[src/rtl/hum_fan_ctrl.sv]
// -----------------------------------------------------------------------------
// hum_fan_ctrl
//
// Closed-loop humidity fan controller. It turns sparse humidity samples from
// the DHT11 readout path into a slew-limited duty command for the PWM
// generator. Band changes use hysteresis on the way down. The block also
// produces the period-alignment strobe that the PWM generator restarts on.
// A watchdog forces a safe duty if samples stop arriving.
//
// Ports
//   clk          system clock (single clock domain)
//   rst          asynchronous active-low reset
//   hum_valid    one-cycle strobe qualifying hum_int
//   hum_int[7:0] integer relative humidity, percent
//   duty[9:0]    high cycles per PWM period; changes only at a period boundary
//   period_sync  one-cycle pulse on the first cycle of each PWM period
//   fan_en       high while duty != 0
//   level[1:0]   current humidity band 0..3
//   fault        high while the sensor timeout is active
// -----------------------------------------------------------------------------
module hum_fan_ctrl #(
  parameter int unsigned PERIOD       = 1000,
  parameter int unsigned RAMP_PERIODS = 4,
  parameter int unsigned STEP         = 25,
  parameter int unsigned HYST         = 5,
  parameter int unsigned TIMEOUT      = 150_000_000
) (
  input  logic       clk,
  input  logic       rst,
  input  logic       hum_valid,
  input  logic [7:0] hum_int,
  output logic [9:0] duty,
  output logic       period_sync,
  output logic       fan_en,
  output logic [1:0] level,
  output logic       fault
);

  typedef enum logic [1:0] {
    S_IDLE,
    S_RUN,
    S_FAULT
  } state_t;

  localparam int RW = (RAMP_PERIODS > 1) ? $clog2(RAMP_PERIODS) : 1;

  localparam logic [9:0]    P_LAST   = 10'(PERIOD - 1);
  localparam logic [RW-1:0] R_LAST   = RW'(RAMP_PERIODS - 1);
  localparam logic [31:0]   TO_LAST  = 32'(TIMEOUT - 1);
  localparam logic [9:0]    STEP_W   = 10'(STEP);

  // Target duties: (PERIOD-1)*pct/100, truncated. Band 3 switches the fan off.
  localparam logic [9:0] TGT_L0   = 10'((PERIOD - 1) * 20 / 100);
  localparam logic [9:0] TGT_L1   = 10'((PERIOD - 1) * 50 / 100);
  localparam logic [9:0] TGT_L2   = 10'((PERIOD - 1) * 80 / 100);
  localparam logic [9:0] TGT_SAFE = 10'((PERIOD - 1) * 50 / 100);

  state_t        state;
  logic [9:0]    pcnt;
  logic [RW-1:0] rcnt;
  logic [31:0]   tcnt;

  logic          accept;
  logic          expire;
  logic [8:0]    h_ext;
  logic [8:0]    h_hyst;
  logic [1:0]    band_h;
  logic [1:0]    band_hyst;
  logic [1:0]    run_level;
  logic [9:0]    target;
  logic [9:0]    duty_nxt;

  function automatic logic [1:0] band(input logic [8:0] h);
    if (h < 9'd20)      return 2'd0;
    else if (h < 9'd50) return 2'd1;
    else if (h < 9'd80) return 2'd2;
    else                return 2'd3;
  endfunction

  // Samples above 100 % are treated as garbage and ignored entirely,
  // including for the watchdog.
  assign accept = hum_valid && (hum_int <= 8'd100);
  assign expire = (tcnt == TO_LAST);

  // h+HYST in 9 bits so that 255+HYST cannot wrap; clamped to 100 %.
  assign h_ext     = {1'b0, hum_int};
  assign h_hyst    = ((h_ext + 9'(HYST)) > 9'd100) ? 9'd100 : (h_ext + 9'(HYST));
  assign band_h    = band(h_ext);
  assign band_hyst = band(h_hyst);

  // Rising humidity moves the band up immediately; falling humidity must
  // clear the lower band edge by HYST before the band drops.
  always_comb begin
    // NOTE: every signal written in always_comb gets a default first so that
    // no path leaves it unassigned, which would infer a latch.
    run_level = level;
    if (band_h > level)         run_level = band_h;
    else if (band_hyst < level) run_level = band_hyst;
  end

  always_comb begin
    target = '0;
    case (state)
      S_RUN: begin
        case (level)
          2'd0:    target = TGT_L0;
          2'd1:    target = TGT_L1;
          2'd2:    target = TGT_L2;
          default: target = '0;
        endcase
      end
      S_FAULT: target = TGT_SAFE;
      default: target = '0;
    endcase
  end

  // One ramp step toward target, landing exactly on it rather than overshooting.
  always_comb begin
    duty_nxt = duty;
    if (duty < target) begin
      duty_nxt = ((target - duty) > STEP_W) ? (duty + STEP_W) : target;
    end else if (duty > target) begin
      duty_nxt = ((duty - target) > STEP_W) ? (duty - STEP_W) : target;
    end
  end

  always_ff @(posedge clk or negedge rst) begin
    if (!rst) begin
      state       <= S_IDLE;
      pcnt        <= '0;
      rcnt        <= '0;
      tcnt        <= '0;
      duty        <= '0;
      period_sync <= 1'b0;
      fan_en      <= 1'b0;
      level       <= 2'd0;
      fault       <= 1'b0;
    end else begin
      // NOTE: all state is assigned with <= so every register samples the
      // values from before this edge, independent of statement order.

      // Period counter and boundary strobe. duty/fan_en only move on the
      // same edge that raises period_sync, so the PWM never sees a mid-period
      // change.
      if (pcnt == P_LAST) begin
        pcnt        <= '0;
        period_sync <= 1'b1;
        if (rcnt == R_LAST) begin
          rcnt   <= '0;
          duty   <= duty_nxt;
          fan_en <= (duty_nxt != 10'd0);
        end else begin
          rcnt <= rcnt + 1'b1;
        end
      end else begin
        pcnt        <= pcnt + 1'b1;
        period_sync <= 1'b0;
      end

      // Watchdog: cleared by any accepted sample, otherwise saturating count.
      if (accept) begin
        tcnt <= '0;
      end else if (tcnt != '1) begin
        tcnt <= tcnt + 1'b1;
      end

      // An accepted sample always wins over a simultaneous expiry.
      case (state)
        S_IDLE: begin
          if (accept) begin
            level <= band_h;
            state <= S_RUN;
          end else if (expire) begin
            fault <= 1'b1;
            state <= S_FAULT;
          end
        end
        S_RUN: begin
          if (accept) begin
            level <= run_level;
          end else if (expire) begin
            fault <= 1'b1;
            state <= S_FAULT;
          end
        end
        S_FAULT: begin
          // Recovery takes the band directly: the held level is stale.
          if (accept) begin
            level <= band_h;
            fault <= 1'b0;
            state <= S_RUN;
          end
        end
        default: begin
          state <= S_IDLE;
        end
      endcase
    end
  end

endmodule

[config.mk]
export PLATFORM = sky130hd
export DESIGN_NAME = hum_fan_ctrl
export DESIGN_NICKNAME = d
export VERILOG_FILES = /design/src/rtl/hum_fan_ctrl.sv
export SDC_FILE = /design/constraint.sdc
export NUM_CORES = 1
export LEC_CHECK = 0
export BUFFER_PORTS_ARGS = -buffer_cell sky130_fd_sc_hd__buf_4
export CAP_MARGIN = 20
export CORE_AREA = 2 2 96 98
export DETAILED_ROUTE_END_ITERATION = 8
export DIE_AREA = 0 0 98 100
export GPL_ROUTABILITY_DRIVEN = 0
export PLACE_DENSITY_LB_ADDON = 0.05
export SYNTH_ARGS = -nofsm -noshare
export SYNTH_HDL_FRONTEND = slang
export SYNTH_SLANG_ARGS = --single-unit
[constraint.sdc]
create_clock -name clk -period 6.02 [get_ports clk]
set_input_delay 0.602 -clock clk [delete_from_list [all_inputs] [get_ports clk]]
set_output_delay 0.602 -clock clk [all_outputs]
set_load 0.02 [all_outputs]
* Word level (Yosys, flattened, before mapping)
Cells that the tools add are included.
** Word-level totals
- Register bits :: 61
- Input port bits :: 11
** Operators by class
- Add/subtract/negate cells :: 8
- Multiplexer cells :: 32
- Reductions and logical operators :: 13
- Equality and inequality tests :: 15
- Magnitude comparators :: 14
** Operators by type and width (number)
- $mux W32 :: 2
- $mux W10 :: 5
- $add A32 B1 Y32 const B :: 1
- $eq A32 B28 Y1 const B :: 1
- $ne A32 B32 Y1 const B :: 1
- $pmux W10 S3 :: 1
- $mux W2 :: 13
- $gt A10 B5 Y1 const B :: 2
- $pmux W10 S2 :: 1
- $sub A10 B10 Y10 :: 2
- $add A10 B1 Y10 const B :: 1
- $add A10 B5 Y10 const B :: 1
- $eq A10 B10 Y1 const B :: 1
- $gt A10 B10 Y1 :: 1
- $lt A10 B10 Y1 :: 1
- $reduce_bool A10 Y1 :: 1
- $sub A10 B5 Y10 const B :: 1
- $add A8 B3 Y9 const B :: 1
- $gt A9 B7 Y1 const B :: 1
- $lt A9 B5 Y1 const B :: 1
- $lt A9 B6 Y1 const B :: 1
- $lt A9 B7 Y1 const B :: 1
- $mux W9 :: 1
- $le A8 B7 Y1 const B :: 1
- other kinds (21) :: 39

* Longest topological paths before layout
Gate-level depths: netlist of the first run.
- Depth after elaboration :: 12
- Gate-level depth with buffers :: 23
- Gate-level depth less buffers :: 19

* Worst setup path before layout of the first run
No wires, ideal clock.
- Path type :: reg2reg
- From :: register state[1]
- To :: register fan_en
- Arrival :: 4.377 ns
- Required time :: 5.899 ns
- Clock period less this slack :: 4.498 ns
- Path buffers :: 3
- Stages on the path, launching flop included :: 22
- Setup time :: 0.121 ns
- Setup slack :: 1.522 ns
- Cell sequence :: dfrtp_1 inv_1 ha_1 clkbuf_1 inv_1 nor2_1 o21ai_1 inv_1 nand2b_1 inv_1 ha_1 nand4_1 a211oi_1 or4_2 a222oi_1 and3_1 buf_6 buf_8 a211oi_2 nor4_2 nand4_1 o22a_1
** On the way
- Word-level cells in the longest chain between the ends :: 8
- Elaborated cells on any way between the ends :: 14
- Classes of those cells :: 2 x add/sub; 4 x order compare; 2 x eq/ne; 5 x mux; 1 x reduce/logical
** Ends and longest elaborated chain
- start: declaration :: RTL line 58 : state_t state;
- start signal: assignment :: RTL line 129 : state <= S_IDLE;
- start signal: assignment :: RTL line 172 : state <= S_RUN;
- start signal: assignment :: RTL line 175 : state <= S_FAULT;
- $eq A2 B2 Y1 or $eq A2 B1 Y1 (tied branches) :: RTL line 103 : case (state)
- $pmux W10 S2 (*) :: RTL line 103
- $sub A10 B10 Y10 :: RTL line 123 : duty_nxt = ((duty - target) > STEP_W) ? (duty - STEP_W) : target;
- $gt A10 B5 Y1 :: RTL line 123
- $mux W10 :: RTL line 123
- $mux W10 :: RTL line 122 : end else if (duty > target) begin
- $mux W10 (*) :: RTL line 120 : if (duty < target) begin
- $reduce_bool A10 Y1 (*) :: RTL line 151 : fan_en <= (duty_nxt != 10'd0);
- end signal: assignment :: RTL line 151
- end: declaration :: RTL line 34 : output logic fan_en,
Mark *: on every way between the ends. The rest lies on a longest branch, timed or not.
A chain may end at the register's enable or synchronous reset.

* Worst setup path after layout of the first run
Same ends and word-level chain as after synthesis.

==> results.md, run 1 <==
* Max Transition Viols Final at 0
* Clk sink count at slightly above 60
* Vias in the first global route at approximately 4500
* Post-cts resize count at 0
* Drt drc at 0
* Cells along the critical path: inv_1, ha_1, inv_1, nor2_1, o21ai_1, buf_4, inv_1, nand2b_1, inv_1, ha_1, nand4_1, a211oi_1, or4_2, a222oi_1, and3_1, mux2i_1, a211o_1, o211a_1, nand4_1, o22a_1
* CP max stage cell: or4_2
* Hpwl dp at 9050 um
* Total Wirelength at roughly 12000 um
* Async S/R FF share, synth at 100%
* Clock transition at path regs at around 0.070 ns
* Clock root cell: clkbuf_8
* Mapped Area at between 0.005 and 0.006 sq mm
* Largest net degree at the start of global routing at 62
* Std-Cell Rows at 35
* Layout overhead on the synthesized area at 7.04%
* Worst slew pin tran at a little under 0.8 ns
* CTS buffer count at 9
* Syn_nets at roughly 690
* Max VDD drop at 0.251 mV
* Yosys top cell area share at between 20 and 30%
* CTS Hold Bufs at 0
* Number of flops mapped to enable cells by yosys at 0
* Diode count at 0
* Post-synth top flop: dfrtp_1
* Ports at 26
* CP max stage delay at 0.61 ns
* Top post-synthesis cells by count: nor2_1 (67), dfrtp_1 (61), nand2_1 (55)
* Most frequent cell after synthesis: nor2_1
* MaxCap Viol Count at 0
* Clock buffer depth at 2
* Gate Count Post-Synth at 640
* Hold Crit Class: in2async
* I/O Buffers at 25
* Core box area at ~0.0089 sq mm
* Layout cells sized above 1 at around 9.9%
* PwrDens at between 300 and 400 mW/mm^2
* First-pass GRT wire length at approximately 21000 um
* R2R Setup Slk at roughly 0.8 ns
* Origin of the critical flop-to-flop path: state[1]
* Total grt overflow at 0
* Largest area contributor in the synthesized netlist: dfrtp_1
* DIE WIDTH at between 90 and 100 um
* Avg Cell Area, Syn at slightly above 8 sq um
* Detail Route Antenna Nets at 0
* CP top delay family: simple AND/OR/NAND/NOR gates
* Endpoints failing hold at 0
* Worst setup SP type: flop
* Setup Viol. Count Final at 0
* Crit-path most repeated cell: inv_1
* Crit path required time at roughly 6.2 ns
* Part of the cycle the worst path needs at around 87%
* CTS tree: yes
* Pleak at roughly 2.6 nW
* CP Class: reg2reg
* Post-layout min period at roughly 5.2 ns
* TritonRoute pass-1 iters at 5
* Seq/Total Area, Yosys at between 20 and 30%
* 1st-iter DRT viols at 330
* Starting Density at roughly three fifths
* Inst Count DP at between 700 and 800
* Worst Path Buf+Inv at 5
* H-tree level count at 3
* Nets@finish at 700
* Clk_lat worst skew at approximately 0.34 ns
* Maximum fanout along the worst path at 14
* Drt via density at 6.23
* Tot GR Track Use at between 20% and 30%
* Syn. warnings at 0
* Library cells used by synthesis at 79
* Worst R2R End: fan_en
* DR vias at around 4800
* Synth top area cells: dfrtp_1 (29%), ha_1 (8.9%), xor2_1 (5.6%), nor2_1 (4.7%), nand2_1 (3.9%)
* #FFs+latches synth at between 60 and 70
* Initial antenna violation count at 0
* Arrival @ worst endpoint at about 5.5 ns
* Die Y at 100 um
* Clk_skew at between 0.01 and 0.015 ns
* DR WL/cell at around 16 um
* Fin Setup TNS at 0 ns
* F_max at 191 MHz
* Layout Cells excl Fill at between 700 and 800
* Die Area at a little under 0.01 sq mm
* RSZ-0062 raised after global routing: false
* Worst setup EP type: flop
* Postcts setup bufs at 0
* Max transition margin at a little under half
* Status: finished clean
* Register-to-Register Path Depth at 20
## metrics by stage
step                      power (W)  utilization, %  area (sq um)  hold slack, ns  setup slack [ns]
after global routing        0.00214            64.0          5690           0.382             0.317
after floorplan             0.00149               -          5320           0.306              1.52
after global placement      0.00156            61.5          5470           0.467              1.09
final                       0.00200            64.0          5690           0.318             0.777
after detailed placement    0.00157            61.5          5470           0.469             0.876
after CTS                   0.00198            64.0          5690           0.358             0.856
## cells in the final DEF, fill, tap and decap left out, types with 5 or more instances in the layout
cell,instances
nor3_1,20
o21ai_0,36
dfrtp_1,61
a211oi_1,10
nor3b_1,5
or3_1,6
a21oi_1,28
and3_1,8
clkbuf_8,11
nand3_1,35
xor2_1,34
and4_1,6
buf_4,29
xnor2_1,14
o211ai_1,6
inv_1,26
nor4b_1,5
nor4_1,6
nand2_1,55
o21a_1,6
mux2i_1,11
nor2b_1,9
nand4_1,19
nand2b_1,9
ha_1,38
nor2_1,67
a21o_1,5
## final cells by class
type | count | area, sq um
fill | 749 | 3200
sequential | 61 | 1530
clock inverter | 4 | 70.1
timing repair buffer | 29 | 218
clock buffer | 12 | 155
multi-input combinational | 521 | 3480
tap | 111 | 139
inverter | 27 | 101
## registers in the layout (all words and copies together), names as in the netlist
signal / count
tcnt: 32
duty: 10
pcnt: 10
level: 2
rcnt: 2
state: 2
fan_en: 1
fault: 1
period_sync: 1
## power breakdown
group	switching, W	internal (W)	total, W
logic	0.000713	0.000428	0.00114
clock network	0.000153	0.000254	0.000407
registers	0.0000242	0.000431	0.000455
total	0.000890	0.00111	0.00200
## worst max path at each step
stage | start | to | slack (ns) | cells past startpoint
after CTS | state[1] | fan_en | 0.86 | 20
after detailed placement | state[1] | fan_en | 0.88 | 20
final | state[1] | fan_en | 0.78 | 20
after global routing | state[1] | fan_en | 0.32 | 20
after global placement | state[1] | fan_en | 1.09 | 20
after floorplan | state[1] | fan_en | 1.52 | 21
## per-layer routing
| metal | GRT usage, % | share of wire (%) | routed length, um |
|---|---|---|---|
| met5 | 0 | 0 | 0 |
| met4 | 9.72 | 3.0 | 357 |
| met3 | 3.20 | 4.4 | 535 |
| met2 | 42.0 | 47 | 5650 |
| met1 | 34.6 | 46 | 5560 |
## kinds of logic (layout without fill, tap and decap cells)
group,after synthesis,in the layout,share of synthesized area (%)
adders and majority gates,40,40,9.70
DFF,61,61,28.7
and+or+nand+nor,273,273,26.5
xor gates and xnor gates,48,48,7.91
buffers and inverters,58,72,5.91
muxes,14,14,2.71
AOI/OAI and AO/OA,146,146,18.5
No activity file was read; power rests on OpenSTA's default activity.
==> inputs of run 2 (changes only) <==
--- a/config.mk
+++ b/config.mk
@@ -11,6 +11,7 @@
 export DETAILED_ROUTE_END_ITERATION = 8
 export DIE_AREA = 0 0 98 100
 export GPL_ROUTABILITY_DRIVEN = 0
+export MAX_ROUTING_LAYER = met4
 export PLACE_DENSITY_LB_ADDON = 0.05
 export SYNTH_ARGS = -nofsm -noshare
 export SYNTH_HDL_FRONTEND = slang
==> run 2 against run 1 <==
  * Total power is 0.11% higher
  * Flip-flop and latch count stayed put
  * Combinational power hardly changed
  * Global-route usage is 0.83 points higher
  * Utilization stayed put
  * Sequential share of layout area stayed put
  * Hold slack worse by 0.0025 ns
  * Clock power hardly changed
  * Sequential power hardly changed
  * Die area stayed put
  * Critical path depth stayed put
  * Fmax is 0.56% lower
  * Highest routed layer unchanged
==> results.md, run 2 (synthesized netlist as in run 1, its figures left out) <==
* Diode count at 0 (unchanged)
* Max VDD drop at 0.251 mV (about the same)
* Setup Viol. Count Final at 0 (unchanged)
* Drt drc at 0 (unchanged)
* 1st-iter DRT viols at 365 (was 330)
* First-pass GRT wire length at 20800 um (unchanged)
* Layout cells sized above 1 at 9.94% (unchanged)
* Initial antenna violation count at 0 (unchanged)
* Total stage count of the critical path at 20 (unchanged)
* Met2 GRT Util at 42.0% (unchanged)
* Pleak at 2.58 nW (unchanged)
* Die Y at 100 um (unchanged)
* Max Transition Viols Final at 0 (unchanged)
* MaxCap Viol Count at 0 (unchanged)
* Total grt overflow at 0 (unchanged)
* Fin Setup TNS at 0 ns (unchanged)
* Total power at 0.00201 W (was 0.00200 W)
* CTS tree: yes (unchanged)
* Total Wirelength at 12100 um (about the same)
* RSZ-0062 raised after global routing: false (unchanged)
* Clk sink count at 61 (unchanged)
* Part of the cycle the worst path needs at 87.6% (was 87.1%)
* Clk_lat worst skew at 0.34 ns (about the same)
* CP Class: reg2reg (unchanged)
* Met1 Use GR at 34.7% (was 34.6%)
* Worst setup SP type: flop (unchanged)
* PwrDens at 352 mW/mm^2 (about the same)
* Status: finished clean (unchanged)
* Drt via density at 6.21 (was 6.23)
* Hold Slack at 0.316 ns (was 0.318 ns)
* Endpoints failing hold at 0 (unchanged)
* Postcts setup bufs at 0 (unchanged)
* Ports at 26 (unchanged)
* TritonRoute pass-1 iters at 5 (unchanged)
* Vias in the first global route at 4495 (was 4513)
* Cells along the critical path: inv_1, ha_1, inv_1, nor2_1, o21ai_1, buf_4, inv_1, nand2b_1, inv_1, ha_1, nand4_1, a211oi_1, or4_2, a222oi_1, and3_1, mux2i_1, a211o_1, o211a_1, nand4_1, o22a_1 (unchanged)
* Maximum fanout along the worst path at 14 (unchanged)
* Clock transition at path regs at 0.07 ns (about the same)
* Hold Crit Class: in2async (unchanged)
* Clock root cell: clkbuf_8 (unchanged)
* Nets@finish at 700 (unchanged)
* Worst Path Buf+Inv at 5 (unchanged)
* Std-Cell Rows at 35 (unchanged)
* I/O Buffers at 25 (unchanged)
* Die Area at 0.00980 sq mm (unchanged)
* Worst setup EP type: flop (unchanged)
* Commonest cells after routing, fill and taps aside: nor2_1 (67), dfrtp_1 (61), nand2_1 (55) (unchanged)
* Core box area at 0.00889 sq mm (unchanged)
* Clock buffer depth at 2 (unchanged)
* Max transition margin at 46.4% (was 48.0%)
* Hpwl dp at 9050 um (unchanged)
* Crit-path most repeated cell: inv_1 (unchanged)
* Arrival @ worst endpoint at 5.49 ns (was 5.46 ns)
* Largest net degree at the start of global routing at 62 (unchanged)
* CP top delay family: simple AND/OR/NAND/NOR gates (unchanged)
* Biggest regs: tcnt (32), duty (10), pcnt (10) (unchanged)
* Detail Route Antenna Nets at 0 (unchanged)
* Max FFs per register at 32 (unchanged)
* CTS buffer count at 9 (unchanged)
* DR vias at 4752 (was 4763)
* Met3 Use GR at 3.41% (was 3.20%)
* CP max stage delay at 0.61 ns (about the same)
* Largest Register: tcnt (unchanged)
* CP max stage cell: or4_2 (unchanged)
* DR WL/cell at 15.8 um (about the same)
* Worst slew pin tran at 0.805 ns (was 0.780 ns)
* Starting Density at 59.8% (unchanged)
* H-tree level count at 3 (unchanged)
* GRT busiest layer: met2 (unchanged)
* Layout overhead on the synthesized area at 7.04% (unchanged)
* Clk_skew at 0.0108 ns (was 0.0107 ns)
* Tot GR Track Use at 26.3% (was 25.5%)
* Crit path required time at 6.23 ns (was 6.24 ns)
* Final Util at 64.0% (unchanged)
* DIE WIDTH at 98 um (unchanged)
* CTS Hold Bufs at 0 (unchanged)
* Post-cts resize count at 0 (unchanged)
* Post-layout min period at 5.27 ns (was 5.24 ns)
* Commonest non-fill, non-tap cell in the layout: nor2_1 (unchanged)
* F_max at 190 MHz (was 191 MHz)
* Register-to-Register Path Depth at 20 (unchanged)
run 2: final timing paths:
kind	slack [ns]	start	end
min in group clk	0.47	pcnt[0]	pcnt[0]
worst max-delay path	0.75	state[1]	fan_en
worst min-delay path	0.32	rst	tcnt[28]
worst min register to register	0.47	pcnt[0]	pcnt[0]
max in group asynchronous	5.17	rst	tcnt[3]
worst max register to register	0.75	state[1]	fan_en
run 2: layer usage:
layer / wire length (um) / share of wire [%] / vias to the layer above
li1: - / - / 2343
met1: 5730 / 47 / 2251
met2: 5650 / 47 / 129
met3: 429 / 3.5 / 29
met4: 303 / 2.5 / 0
met5: 0 / 0 / -
run 2: metrics by stage:
step	setup WS, ns	std cells	cell area, sq um
floorplan	1.52	640	5320
global placement	1.09	749	5470
detailed placement	0.876	749	5470
CTS	0.856	765	5690
global route	0.318	765	5690
finish	0.747	765	5690
run 2: cell type report:
class                   instances  area [sq um]
clock buffers                  12           155
clock inverters                 4          70.1
fillers                       749          3200
inverters                      27           101
multi-input cells             521          3480
flip-flops and latches         61          1530
well taps                     111           139
repair buffers                 29           218
run 2: report_power, final:
part	total, W	switching [W]	internal, W
clock	0.000406	0.000152	0.000254
combinational	0.00114	0.000715	0.000428
sequential	0.000456	0.0000247	0.000431
total	0.00201	0.000892	0.00111
